$ cat config.mk
export PLATFORM = sky130hd
export DESIGN_NAME = led_flow_ctrl
export DESIGN_NICKNAME = d
export VERILOG_FILES = /design/src/rtl/led_flow_pkg.sv /design/src/rtl/key_debounce.sv /design/src/rtl/led_flow_ctrl.sv
export SDC_FILE = /design/constraint.sdc
export NUM_CORES = 1
export LEC_CHECK = 0
export BUFFER_PORTS_ARGS = -buffer_cell sky130_fd_sc_hd__buf_4
export CORE_MARGIN = 3
export CORE_UTILIZATION = 56
export DETAILED_ROUTE_END_ITERATION = 8
export GPL_TIMING_DRIVEN = 0
export PLACE_DENSITY_LB_ADDON = 0.05
export SYNTH_ARGS = -nofsm -noshare
export SYNTH_HDL_FRONTEND = slang
export SYNTH_SLANG_ARGS = --single-unit
$ cat constraint.sdc
create_clock -name clk -period 2 [get_ports clk]
set_clock_uncertainty 0.15 [all_clocks]
set_input_delay 0.1 -clock clk [delete_from_list [all_inputs] [get_ports clk]]
set_output_delay 0.1 -clock clk [all_outputs]
set_load 0.02 [all_outputs]
$ cat src/rtl/led_flow_pkg.sv
// Shared mode encodings and key roles for the LED flow controller.
// Types and constants only; no latency, no backpressure.
package led_flow_pkg;

  typedef enum logic [1:0] {
    MODE_IDLE = 2'd0,
    MODE_SHL  = 2'd1,
    MODE_SHR  = 2'd2,
    MODE_PING = 2'd3
  } mode_e;

  localparam int NUM_KEYS  = 4;
  localparam int KEY_SHL   = 0;
  localparam int KEY_SHR   = 1;
  localparam int KEY_PING  = 2;
  localparam int KEY_PAUSE = 3;

  // Lowest key index wins when several mode keys fire together.
  function automatic mode_e key_to_mode(input logic [2:0] hit);
    mode_e m;
    m = MODE_IDLE;
    if (hit[KEY_SHL])       m = MODE_SHL;
    else if (hit[KEY_SHR])  m = MODE_SHR;
    else if (hit[KEY_PING]) m = MODE_PING;
    return m;
  endfunction

endpackage

$ cat src/rtl/key_debounce.sv
// Pushbutton conditioner: 2-FF sync, DEB_CNT-sample debounce, one-cycle press pulse on accepted 1->0.
// Latency 2 + DEB_CNT cycles from key edge to press; no backpressure.
module key_debounce #(
  parameter int DEB_CNT = 1_000_000
) (
  input  logic clk,
  input  logic rst_n,
  input  logic key,
  output logic press
);

  localparam int CW = (DEB_CNT > 1) ? $clog2(DEB_CNT) : 1;
  localparam logic [CW-1:0] CNT_LAST = CW'(DEB_CNT - 1);

  logic          sync1;
  logic          sync2;
  logic          level;
  logic [CW-1:0] cnt;

  // Reset state is "released": all key levels high.
  always_ff @(posedge clk or negedge rst_n) begin
    if (!rst_n) begin
      sync1 <= 1'b1;
      sync2 <= 1'b1;
      level <= 1'b1;
      cnt   <= '0;
      press <= 1'b0;
    end else begin
      sync1 <= key;
      sync2 <= sync1;
      press <= 1'b0;
      if (sync2 == level) begin
        cnt <= '0;
      end else if (cnt == CNT_LAST) begin
        level <= sync2;
        cnt   <= '0;
        press <= ~sync2;
      end else begin
        cnt <= cnt + CW'(1);
      end
    end
  end

endmodule

$ cat src/rtl/led_flow_ctrl.sv
// LED running-light controller: debounced keys select SHL/SHR/PING patterns stepped every STEP_CNT cycles.
// Mode loads one cycle after the press pulse; no backpressure. Optional pause on key[3] via LED_FLOW_PAUSE_EN.
module led_flow_ctrl
  import led_flow_pkg::*;
#(
  parameter int LED_W    = 4,
  parameter int STEP_CNT = 25_000_000,
  parameter int DEB_CNT  = 1_000_000
) (
  input  logic             clk,
  input  logic             rst_n,
  input  logic [3:0]       key,
  output logic [LED_W-1:0] led,
  output logic [1:0]       mode
);

  localparam int SW = (STEP_CNT > 1) ? $clog2(STEP_CNT) : 1;
  localparam logic [SW-1:0]    STEP_LAST = SW'(STEP_CNT - 1);
  localparam logic [LED_W-1:0] PAT_LO    = LED_W'(1);
  localparam logic [LED_W-1:0] PAT_HI    = PAT_LO << (LED_W - 1);

  logic [NUM_KEYS-1:0] press;

  for (genvar i = 0; i < NUM_KEYS; i++) begin : g_deb
    key_debounce #(.DEB_CNT(DEB_CNT)) u_deb (
      .clk   (clk),
      .rst_n (rst_n),
      .key   (key[i]),
      .press (press[i])
    );
  end

  mode_e            state;
  logic             dir_up;
  logic [SW-1:0]    step;
  logic [LED_W-1:0] pat;
  logic [LED_W-1:0] nxt_pat;
  logic             nxt_dir;
  logic             mode_hit;
  mode_e            mode_sel;
  logic [LED_W-1:0] start_pat;
  logic             run;

  assign led  = pat;
  assign mode = state;

  function automatic logic [LED_W-1:0] rot_up(input logic [LED_W-1:0] v);
    logic [LED_W-1:0] r;
    r = '0;
    for (int i = 0; i < LED_W; i++) r[(i + 1) % LED_W] = v[i];
    return r;
  endfunction

  function automatic logic [LED_W-1:0] rot_dn(input logic [LED_W-1:0] v);
    logic [LED_W-1:0] r;
    r = '0;
    for (int i = 0; i < LED_W; i++) r[i] = v[(i + 1) % LED_W];
    return r;
  endfunction

  always_comb begin
    mode_hit  = |press[KEY_PING:KEY_SHL];
    mode_sel  = key_to_mode(press[KEY_PING:KEY_SHL]);
    start_pat = (mode_sel == MODE_SHR) ? PAT_HI : PAT_LO;
  end

  // PING bounces off the end bits so they are shown once per sweep.
  always_comb begin
    nxt_pat = pat;
    nxt_dir = dir_up;
    if (LED_W == 1) begin
      nxt_pat = '1;
    end else begin
      case (state)
        MODE_SHL: nxt_pat = rot_up(pat);
        MODE_SHR: nxt_pat = rot_dn(pat);
        MODE_PING: begin
          if (dir_up) begin
            if (pat[LED_W-1]) begin
              nxt_pat = pat >> 1;
              nxt_dir = 1'b0;
            end else begin
              nxt_pat = pat << 1;
            end
          end else begin
            if (pat[0]) begin
              nxt_pat = pat << 1;
              nxt_dir = 1'b1;
            end else begin
              nxt_pat = pat >> 1;
            end
          end
        end
        default: nxt_pat = '0;
      endcase
    end
  end

`ifdef LED_FLOW_PAUSE_EN
  logic pause;
  logic pause_hit;

  // The toggle cycle itself never advances the counter, so a freeze is exact.
  assign pause_hit = press[KEY_PAUSE] && (state != MODE_IDLE);
  assign run       = (state != MODE_IDLE) && !pause && !pause_hit;

  always_ff @(posedge clk or negedge rst_n) begin
    if (!rst_n) begin
      pause <= 1'b0;
    end else if (mode_hit) begin
      pause <= 1'b0;
    end else if (pause_hit) begin
      pause <= ~pause;
    end
  end
`else
  logic unused_pause_key;

  assign unused_pause_key = press[KEY_PAUSE];
  assign run              = (state != MODE_IDLE);
`endif

  always_ff @(posedge clk or negedge rst_n) begin
    if (!rst_n) begin
      state  <= MODE_IDLE;
      pat    <= '0;
      step   <= '0;
      dir_up <= 1'b1;
    end else if (mode_hit) begin
      state  <= mode_sel;
      pat    <= start_pat;
      step   <= '0;
      dir_up <= 1'b1;
    end else if (run) begin
      if (step == STEP_LAST) begin
        step   <= '0;
        pat    <= nxt_pat;
        dir_up <= nxt_dir;
      end else begin
        step <= step + SW'(1);
      end
    end
  end

endmodule

## Word-level counts from Yosys, hierarchy flattened

Cells that the tools add are included.

- Bitwise operators: 6
- Equality and inequality tests: 11
- $add $sub $neg: 4
- Reduce and logical (&&, ||, !) cells: 10
- Multiplexer cells: 33

Operators by type and width:

| kind | count |
|---|---|
| 20-bit 2-to-1 mux | 6 |
| 25-bit 2-to-1 mux | 3 |
| 20-bit by 1-bit adder with 20-bit output, second input constant | 3 |
| 20-bit == test, second input constant | 3 |
| 4-bit 2-to-1 mux | 7 |
| 25-bit by 1-bit adder with 25-bit output, second input constant | 1 |
| 25-bit == test, second input constant | 1 |
| 1-bit 2-to-1 mux | 13 |
| 4-bit case mux with 3 select lines | 1 |
| 2-bit AND reduction | 4 |
| 2-bit nonzero test | 4 |
| 2-bit == test, second input constant | 3 |
| 2-bit 2-to-1 mux | 3 |
| 1-bit inverter | 6 |
| 1-bit == test | 3 |
| 3-bit AND reduction | 1 |
| 3-bit OR reduction | 1 |
| 2-bit by 1-bit == test with 1-bit output, second input constant | 1 |

- Register bits: 104
- Word-level logic and storage cells: 83
- Input port bits: 6

## Logic depth before layout (Yosys ltp)

Gate-level depths: netlist of run 1.

- Word-level depth: 6
- Gate-level depth with buffers: 7

## Cells and area by module

From an unflattened synthesis of run 1, not the netlist that was laid out.

- Cells, all modules: 564
- Area total of the unflattened synthesis: 5,390.2 um^2

Modules (own cells, without submodules):

| module | times used | sequential area each (um^2) | cells each | area an instance (um^2) |
|---|---|---|---|---|
| key_debounce at g_deb[0].u_deb ... | 2 | 604.3 | 116 | 1,139.8 |
| led_flow_ctrl | 1 | 802.0 | 222 | 1,969.4 |
| key_debounce at g_deb[1].u_deb | 1 | 604.3 | 110 | 1,141.1 |

## Worst setup path before layout of run 1

Ideal clock, no wire load.

- Kind: reg2reg
- From: register g_deb[1].u_deb.cnt[0]
- To: register g_deb[1].u_deb.cnt[10]
- Library setup time: 0.121 ns
- Stages on the path, launching flop included: 8
- Path slack: -0.095 ns
- Data arrival time: 1.824 ns
- Path through: dfrtp_1 ha_1 nand4_1 or2_2 or2_2 nand2_1 buf_2 nor2_1

- Word-level cells in the longest chain between the ends: 3

Ends and longest elaborated chain:

| element | RTL line | source |
|---|---|---|
| from (decl) | key_debounce.sv:18 | `logic [CW-1:0] cnt;` |
| from (signal assigned) | key_debounce.sv:39 | `cnt <= cnt + CW'(1);` |
| 20-bit by 1-bit adder with 20-bit output / 20-bit == test (equally long branches) | key_debounce.sv:39, key_debounce.sv:34 |  |
| 20-bit 2-to-1 mux (*) | key_debounce.sv:34 | `end else if (cnt == CNT_LAST) begin` |
| 20-bit 2-to-1 mux (*) | key_debounce.sv:32 | `if (sync2 == level) begin` |

Every way passes the cells marked *; elsewhere a longest branch is shown, timed or not.
A chain may end at the register's enable or synchronous reset.

## Worst setup path after layout of run 1

- From: register step[10]
- To: register step[5]

- Word-level cells in the longest chain between the ends: 4

Ends and longest elaborated chain:

| element | RTL line | source |
|---|---|---|
| from (decl) | led_flow_ctrl.sv:35 | `logic [SW-1:0] step;` |
| from (signal assigned) | led_flow_ctrl.sv:140 | `step <= step + SW'(1);` |
| 25-bit == test | led_flow_ctrl.sv:135 | `if (step == STEP_LAST) begin` |
| 25-bit 2-to-1 mux | led_flow_ctrl.sv:135 |  |
| 25-bit 2-to-1 mux | led_flow_ctrl.sv:134 | `end else if (run) begin` |
| 25-bit 2-to-1 mux | led_flow_ctrl.sv:129 | `end else if (mode_hit) begin` |

Every way passes these cells. The select of a mux whose other input is x is not followed.

==> results of run 1 <==
-- worst max-delay path: cells and delay by family, from the launching register on --
kind | cells | cell delay (ns)
and+or+nand+nor | 3 | 1.03
buffers and inverters | 1 | 0.13
DFF | 1 | 0.44
AOI/OAI and AO/OA | 2 | 0.27
-- timing repair --
action,in CTS,in global routing
cloned,3,0
hold buffers,4,0
endpoints found under the setup margin,73,73
pin swaps,30,22
setup buffers,17,21
endpoints found under the hold margin,97,0
gates resized for setup,36,37
-- cells in the mapped netlist, drive strengths merged (2+ instances only) --
| library cell | count |
|---|---|
| a2111oi | 2 |
| a21oi | 16 |
| a31oi | 15 |
| a32o | 2 |
| a32oi | 2 |
| a41oi | 2 |
| and2 | 3 |
| and3 | 19 |
| and4 | 7 |
| buf | 8 |
| clkbuf | 10 |
| dfrtp | 94 |
| dfstp | 10 |
| ha | 4 |
| inv | 10 |
| mux2 | 4 |
| nand2 | 48 |
| nand2b | 2 |
| nand3 | 32 |
| nand4 | 25 |
| nand4bb | 2 |
| nor2 | 83 |
| nor3 | 18 |
| nor3b | 6 |
| nor4 | 15 |
| nor4b | 3 |
| o211ai | 3 |
| o21ai | 17 |
| or2 | 3 |
| or3 | 3 |
| or4 | 5 |
| or4b | 2 |
| xnor2 | 29 |
| xor2 | 31 |
-- layer usage --
| layer | vias to the layer above | track usage, % |
|---|---|---|
| li1 | 2104 | - |
| met5 | - | 0 |
| met2 | 124 | 36.1 |
| met4 | 0 | 8.27 |
| met3 | 21 | 4.90 |
| met1 | 2116 | 31.2 |
-- final cells by class --
cell class / count / area share [%]
Multi-Input combinational cell: 418 / 44.0
Sequential cell: 104 / 41.3
Timing Repair Buffer: 54 / 6.93
Tap cell: 126 / 2.48
Clock buffer: 11 / 2.23
Buffer: 13 / 1.54
Clock inverter: 5 / 0.887
Inverter: 10 / 0.591
-- logic make-up (layout without fill, tap and decap cells) --
| logic type | after synthesis | after routing | synth area share [%] |
|---|---|---|---|
| AO/OA/AOI/OAI | 70 | 70 | 8.74 |
| XOR/XNOR | 60 | 60 | 9.89 |
| adder cells (fa/ha/maj) | 4 | 4 | 0.942 |
| buffers and inverters | 28 | 93 | 2.68 |
| flip-flops | 104 | 104 | 49.2 |
| multiplexers | 5 | 5 | 1.04 |
| AND/OR/NAND/NOR | 279 | 279 | 27.5 |
-- stage by stage --
stage / TNS, ns / setup slack [ns] / total power [mW] / utilization, % / hold slack, ns
final: -1.16 / -0.124 / 3.58 / 70.8 / 0.210
after global routing: -3.60 / -0.243 / 3.73 / 70.8 / 0.209
after CTS: -3.91 / -0.248 / 3.62 / 67.9 / 0.209
after detailed placement: -14.18 / -0.444 / 2.28 / 62.1 / 0.0604
after global placement: -12.57 / -0.393 / 2.28 / 62.1 / 0.0588
after floorplan: -0.166 / -0.0617 / 2.22 / - / -0.346
-- final timing paths --
kind	from	endpoint	slack, ns	cells past startpoint
hold / removal	g_deb[1].u_deb.sync1	g_deb[1].u_deb.sync2	0.21	0
setup reg to reg	step[10]	step[5]	-0.12	6
min in group asynchronous	rst_n	g_deb[0].u_deb.cnt[16]	0.25	2
setup / recovery	step[10]	step[5]	-0.12	6
max in group asynchronous	rst_n	step[8]	0.79	2
hold reg to reg	g_deb[1].u_deb.sync1	g_deb[1].u_deb.sync2	0.21	0
-- sequential cells by signal (all words and copies together), names as in the netlist, 2 cells and up --
name	flops
mode	2
step	25
g_deb.u_deb.sync2	3
g_deb.u_deb.cnt	60
g_deb.u_deb.press	3
g_deb.u_deb.level	3
g_deb.u_deb.sync1	3
led	4
-- where the power goes --
| part | leakage [nW] | internal [mW] | switching [mW] |
|---|---|---|---|
| clock network | 0.0993 | 0.612 | 0.716 |
| logic | 1.15 | 0.0345 | 0.0752 |
| registers | 1.40 | 2.13 | 0.0163 |
==> impl_metrics.json, run 1 <==
{
  "critPathMaxStageDelay_ns": 0.58,
  "tightest_slew_ns": 0.903,
  "cp_cell_sequence": "or4_4, nor3_4, and3_4, buf_8, o21ai_2, a32o_1",
  "antenna_found_initial": 0,
  "die_w_um": 103,
  "yosysTopAreaCell": "dfrtp_1",
  "postPlaceCellArea_um2": 5570,
  "layout-drive-gt1-share_pct": 23.7,
  "fillCellCount": 634,
  "rsz0062_at_grt": "true",
  "initial_utilization_pct": 59.2,
  "core_um2": 8980,
  "path_class": "register to register",
  "wl_met3_um": 473,
  "ios": 12,
  "synthTopCellsByArea": "dfrtp_1 44%, nor2_1 5.9%, xor2_1 5.1%",
  "drt-met1-wl_um": 5430,
  "clk_latency_ns": 0.37,
  "cts_tree": "done",
  "wl_per_cell_um": 15.9,
  "placed_cells": 686,
  "syn-num-nets": 560,
  "layoutNonFillerInstCount": 741,
  "drtIter0Drc": 318,
  "slew_headroom_pct": 39.8,
  "dr_wl_met2_um": 5680,
  "hold_viol": 0,
  "seqCellArea_um2": 2630,
  "synthFlopType": "dfrtp_1",
  "drv_slew": 0,
  "fin_nets": 620,
  "grt_usage_pct": 22.9,
  "drt-vias-per-instance": 5.89,
  "ys_warn_count": 0,
  "cts_buffers": 9,
  "syn-cell-area_um2": 5310,
  "synth.distinct_cells": 60,
  "async_flop_share_pct": 100,
  "maxCapViolations": 0,
  "grt_pass1_vias": 4118,
  "areaGrowthSynthToFinish_pct": 19.5,
  "start_kind": "register",
  "synth-edff-count": 0,
  "final_cell_mix": "86 x dfrtp_1, 79 x nor2_1, 46 x buf_4, 45 x nand2_1",
  "power_density_nw_per_um2": 564,
  "vdd_drop_max_v": 0.000513,
  "vias": 4365,
  "dr.max_layer_used": "met4",
  "rows": 34,
  "setup_violations": 21,
  "avgSynthCellArea_um2": 9.66,
  "final_area_um2": 6350,
  "ys_ff_latch": 104,
  "first_pass_iters": 6,
  "wl_um": 11800,
  "antenna_left": 0,
  "seq_area_frac_synth_pct": 49.2,
  "drc": 0,
  "cellLeakagePower_nw": 2.65,
  "violations": "negative setup slack",
  "overflow": 0,
  "cts_max_path_buffers": 2,
  "port_buffers": 10,
  "multi_input_area_um2": 2800,
  "cts_root_buf": "clkbuf_8",
  "grt_max_degree": 105,
  "final_common_cell": "dfrtp_1",
  "period_minus_slack_ns": 2.12,
  "path_clk_slew_ns": 0.10,
  "path_max_fanout": 5,
  "fin_crit_sh_pct": 106,
  "htree_levels": 3,
  "cts_sinks": 104,
  "synth_top_area_share_pct": 44.3,
  "fp.dieH_um": 103,
  "dp_hpwl_um": 7300,
  "grt_pass1_wl_um": 19300,
  "cpMaxStageDelayCell": "or4_4",
  "synth_cells": 550,
  "cp_data_required_time_ns": 2.11,
  "cp-end-kind": "register",
  "status": "finished with violations",
  "dieArea_um2": 10700,
  "place_congestion": 0.885,
  "max_freq_ghz": 0.471,
  "antenna_cells": 0,
  "cp.arrival_ns": 2.24,
  "hp-class": "register to register",
  "setup_slack_ns": -0.124
}
(Power assumes the default switching activity.)
==> run 2, diff against run 1 <==
--- a/config.mk
+++ b/config.mk
@@ -5,9 +5,10 @@
 export SDC_FILE = /design/constraint.sdc
 export NUM_CORES = 1
 export LEC_CHECK = 0
+export ABC_AREA = 1
 export BUFFER_PORTS_ARGS = -buffer_cell sky130_fd_sc_hd__buf_4
 export CORE_MARGIN = 3
-export CORE_UTILIZATION = 56
+export CORE_UTILIZATION = 57
 export DETAILED_ROUTE_END_ITERATION = 8
 export GPL_TIMING_DRIVEN = 0
 export PLACE_DENSITY_LB_ADDON = 0.05
==> run 2 against run 1 <==
- synthesized cell count rose by 39%
- the run now ends clean
- clock power fell by 5%
- sequential cell count is the same
- clock-buffer cell count is the same
- cell count up 26%
- worst hold slack worse by 0.011 ns
- highest routed layer unchanged
- largest power group unchanged
- core utilization decreased by 7.2 points
- cell area decreased by 1.7%
- via count increased by 8.9%
- global-route usage is 0.69 points lower
==> impl_metrics.json, run 2 <==
{
  "status": "finished clean",
  "power_density_nw_per_um2": 564,
  "setup_tns_ns": 0,
  "largest_reg_flops": 60,
  "syn-cell-area_um2": 5760,
  "layoutNonFillerInstCount": 930,
  "ys_ff_latch": 104,
  "grt-busiest-layer": "met2",
  "hp-class": "primary input to register",
  "critPathTopFamily": "simple AND/OR/NAND/NOR gates",
  "synthTopCellsByArea": "dfrtp_1 41%, nand2_1 13%, nor2_1 8.5%",
  "cp_cell_sequence": "ha_1, inv_1, nor2_2, nand2_1, nor2_1, nand2_1, nand2_4, nand2_4, inv_4, buf_8, nor2_2",
  "cts_sinks": 104,
  "yosysTopAreaCell": "dfrtp_1",
  "grt_pass1_wl_um": 20600,
  "die_w_um": 107,
  "worst-path-buf-inv": 3,
  "slew_headroom_pct": 37.9,
  "antenna_cells": 0,
  "rows": 36,
  "synth.distinct_cells": 35,
  "ys_warn_count": 0,
  "setup_violations": 0,
  "first_pass_iters": 5,
  "path_max_fanout": 10,
  "grt_pass1_vias": 4739,
  "dieArea_um2": 11400,
  "place_congestion": 0.867,
  "wl_um": 11400,
  "max_freq_ghz": 0.533,
  "critPathMaxStageDelay_ns": 0.41,
  "period_minus_slack_ns": 1.88,
  "vias": 4755,
  "initial_utilization_pct": 58.7,
  "synth-edff-count": 0,
  "grtUsageMet3_pct": 4.86,
  "synth_top_area_share_pct": 40.8,
  "path_clk_slew_ns": 0.10,
  "synthFlopType": "dfrtp_1",
  "drtIter0Drc": 258,
  "cp-end-kind": "register",
  "layout-drive-gt1-share_pct": 11.2,
  "core_um2": 9820,
  "fp.dieH_um": 107,
  "grt_usage_pct": 22.2,
  "async_flop_share_pct": 100,
  "vdd_drop_max_v": 0.000554,
  "dp_hpwl_um": 8110,
  "wl_per_cell_um": 12.2,
  "rsz0062_at_grt": "false",
  "avgSynthCellArea_um2": 7.51,
  "tightest_slew_ns": 0.932,
  "areaGrowthSynthToFinish_pct": 8.36,
  "top_register": "g_deb.u_deb.cnt",
  "fin_nets": 802,
  "final_cell_mix": "202 x nand2_1, 129 x nor2_1, 94 x dfrtp_1, 86 x inv_1, 63 x nand3_1",
  "syn-num-nets": 777,
  "htree_levels": 3,
  "yosys-top-cells-count": "203 x nand2_1, 130 x nor2_1, 94 x dfrtp_1",
  "cp.arrival_ns": 2.00,
  "cts_root_buf": "clkbuf_8",
  "cp_data_required_time_ns": 2.13,
  "synth_cells": 767,
  "clk_latency_ns": 0.39,
  "cts_max_path_buffers": 2,
  "maxCapViolations": 0,
  "grtUsageMet1_pct": 28.2,
  "overflow": 0,
  "seq_area_frac_synth_pct": 45.4,
  "grt_max_degree": 105,
  "antenna_left": 0,
  "ios": 12,
  "fin_crit_sh_pct": 93.9,
  "drt-vias-per-instance": 5.11,
  "port_buffers": 10,
  "cts_tree": "done",
  "met2_usage_pct": 38.1,
  "drv_slew": 0,
  "final_common_cell": "nand2_1",
  "start_kind": "register",
  "cellLeakagePower_nw": 2.74,
  "cts_buffers": 9,
  "cpMaxStageDelayCell": "dfrtp_1",
  "drc": 0,
  "antenna_found_initial": 0,
  "post_cts_buffers": 0,
  "hold_viol": 0,
  "path_class": "register to register",
  "synth_most_common_cell": "nand2_1",
  "placed_cells": 910
}
-- run 2: cell count changes in the layout (fill, tap and decap cells not counted), sizes merged, moves of 12 or more --
cell / previous run / this run
a31oi: 15 / 2
and3: 19 / 1
buf: 55 / 15
inv: 10 / 96
nand2: 48 / 213
nand3: 32 / 64
nand4: 25 / 13
nor2: 83 / 159
nor3: 18 / 31
nor4: 15 / 0
xnor2: 29 / 11
-- run 2: metal layers --
layer,up-vias,share of wire [%]
met3,15,3.9
met4,0,1.3
li1,2440,-
met5,-,0
met2,75,50
met1,2225,45
-- run 2: cell families (layout without fill, tap and decap cells) --
logic type	count (synthesis)	in the layout	share of synthesized area (%)
AND/OR/NAND/NOR	491	491	37.9
flip-flops	104	104	45.4
buffers and inverters	97	127	6.84
XOR/XNOR	40	40	6.08
AO/OA/AOI/OAI	31	31	2.95
adder cells (fa/ha/maj)	4	4	0.869
-- run 2: timing repair --
action	CTS	global route
hold buffers	4	0
endpoints found under the setup margin	0	6
resized for setup	0	3
endpoints found under the hold margin	97	0
-- run 2: area by class of cell --
cell class	instances	area, µm²
Multi-Input combinational cell	566	2760
Tap cell	133	166
Inverter	92	350
Buffer	5	43.8
Clock inverter	5	45.0
Sequential cell	104	2620
Fill cell	903	3580
Timing Repair Buffer	14	119
Clock buffer	11	141
-- run 2: worst register-to-register path, delay by kind of cell, from the launching register on --
family                     cells  cell delay (ns)
DFF                            1             0.41
and+or+nand+nor                7             0.67
adders and majority gates      1             0.21
buffers and inverters          3             0.31
-- run 2: worst paths after layout --
path	from	end	slack, ns	depth (start not counted)
max in group asynchronous	rst_n	g_deb[0].u_deb.cnt[8]	0.85	2
setup reg to reg	step[0]	step[6]	0.12	11
min in group asynchronous	rst_n	g_deb[1].u_deb.cnt[17]	0.23	2
setup / recovery	step[0]	step[6]	0.12	11
hold reg to reg	g_deb[2].u_deb.sync1	g_deb[2].u_deb.sync2	0.21	0
hold / removal	key[1]	g_deb[1].u_deb.sync1	0.20	2
-- run 2: power breakdown --
group / switching (mW) / internal [mW]
Combinational: 0.0792 / 0.0301
Clock: 0.760 / 0.509
Sequential: 0.0130 / 2.13
Total: 0.852 / 2.67
-- run 2: metrics by stage --
stage | power [mW] | utilization [%] | hold WS (ns) | instance area, µm² | worst slack [ns]
floorplan | 2.22 | - | -0.346 | 5760 | 0.395
global placement | 2.28 | 61.1 | 0.0588 | 6000 | 0.162
detailed placement | 2.29 | 61.1 | 0.0593 | 6000 | 0.124
CTS | 3.58 | 63.4 | 0.174 | 6230 | 0.106
global route | 3.68 | 63.6 | 0.197 | 6240 | 0.00600
finish | 3.52 | 63.6 | 0.199 | 6240 | 0.123
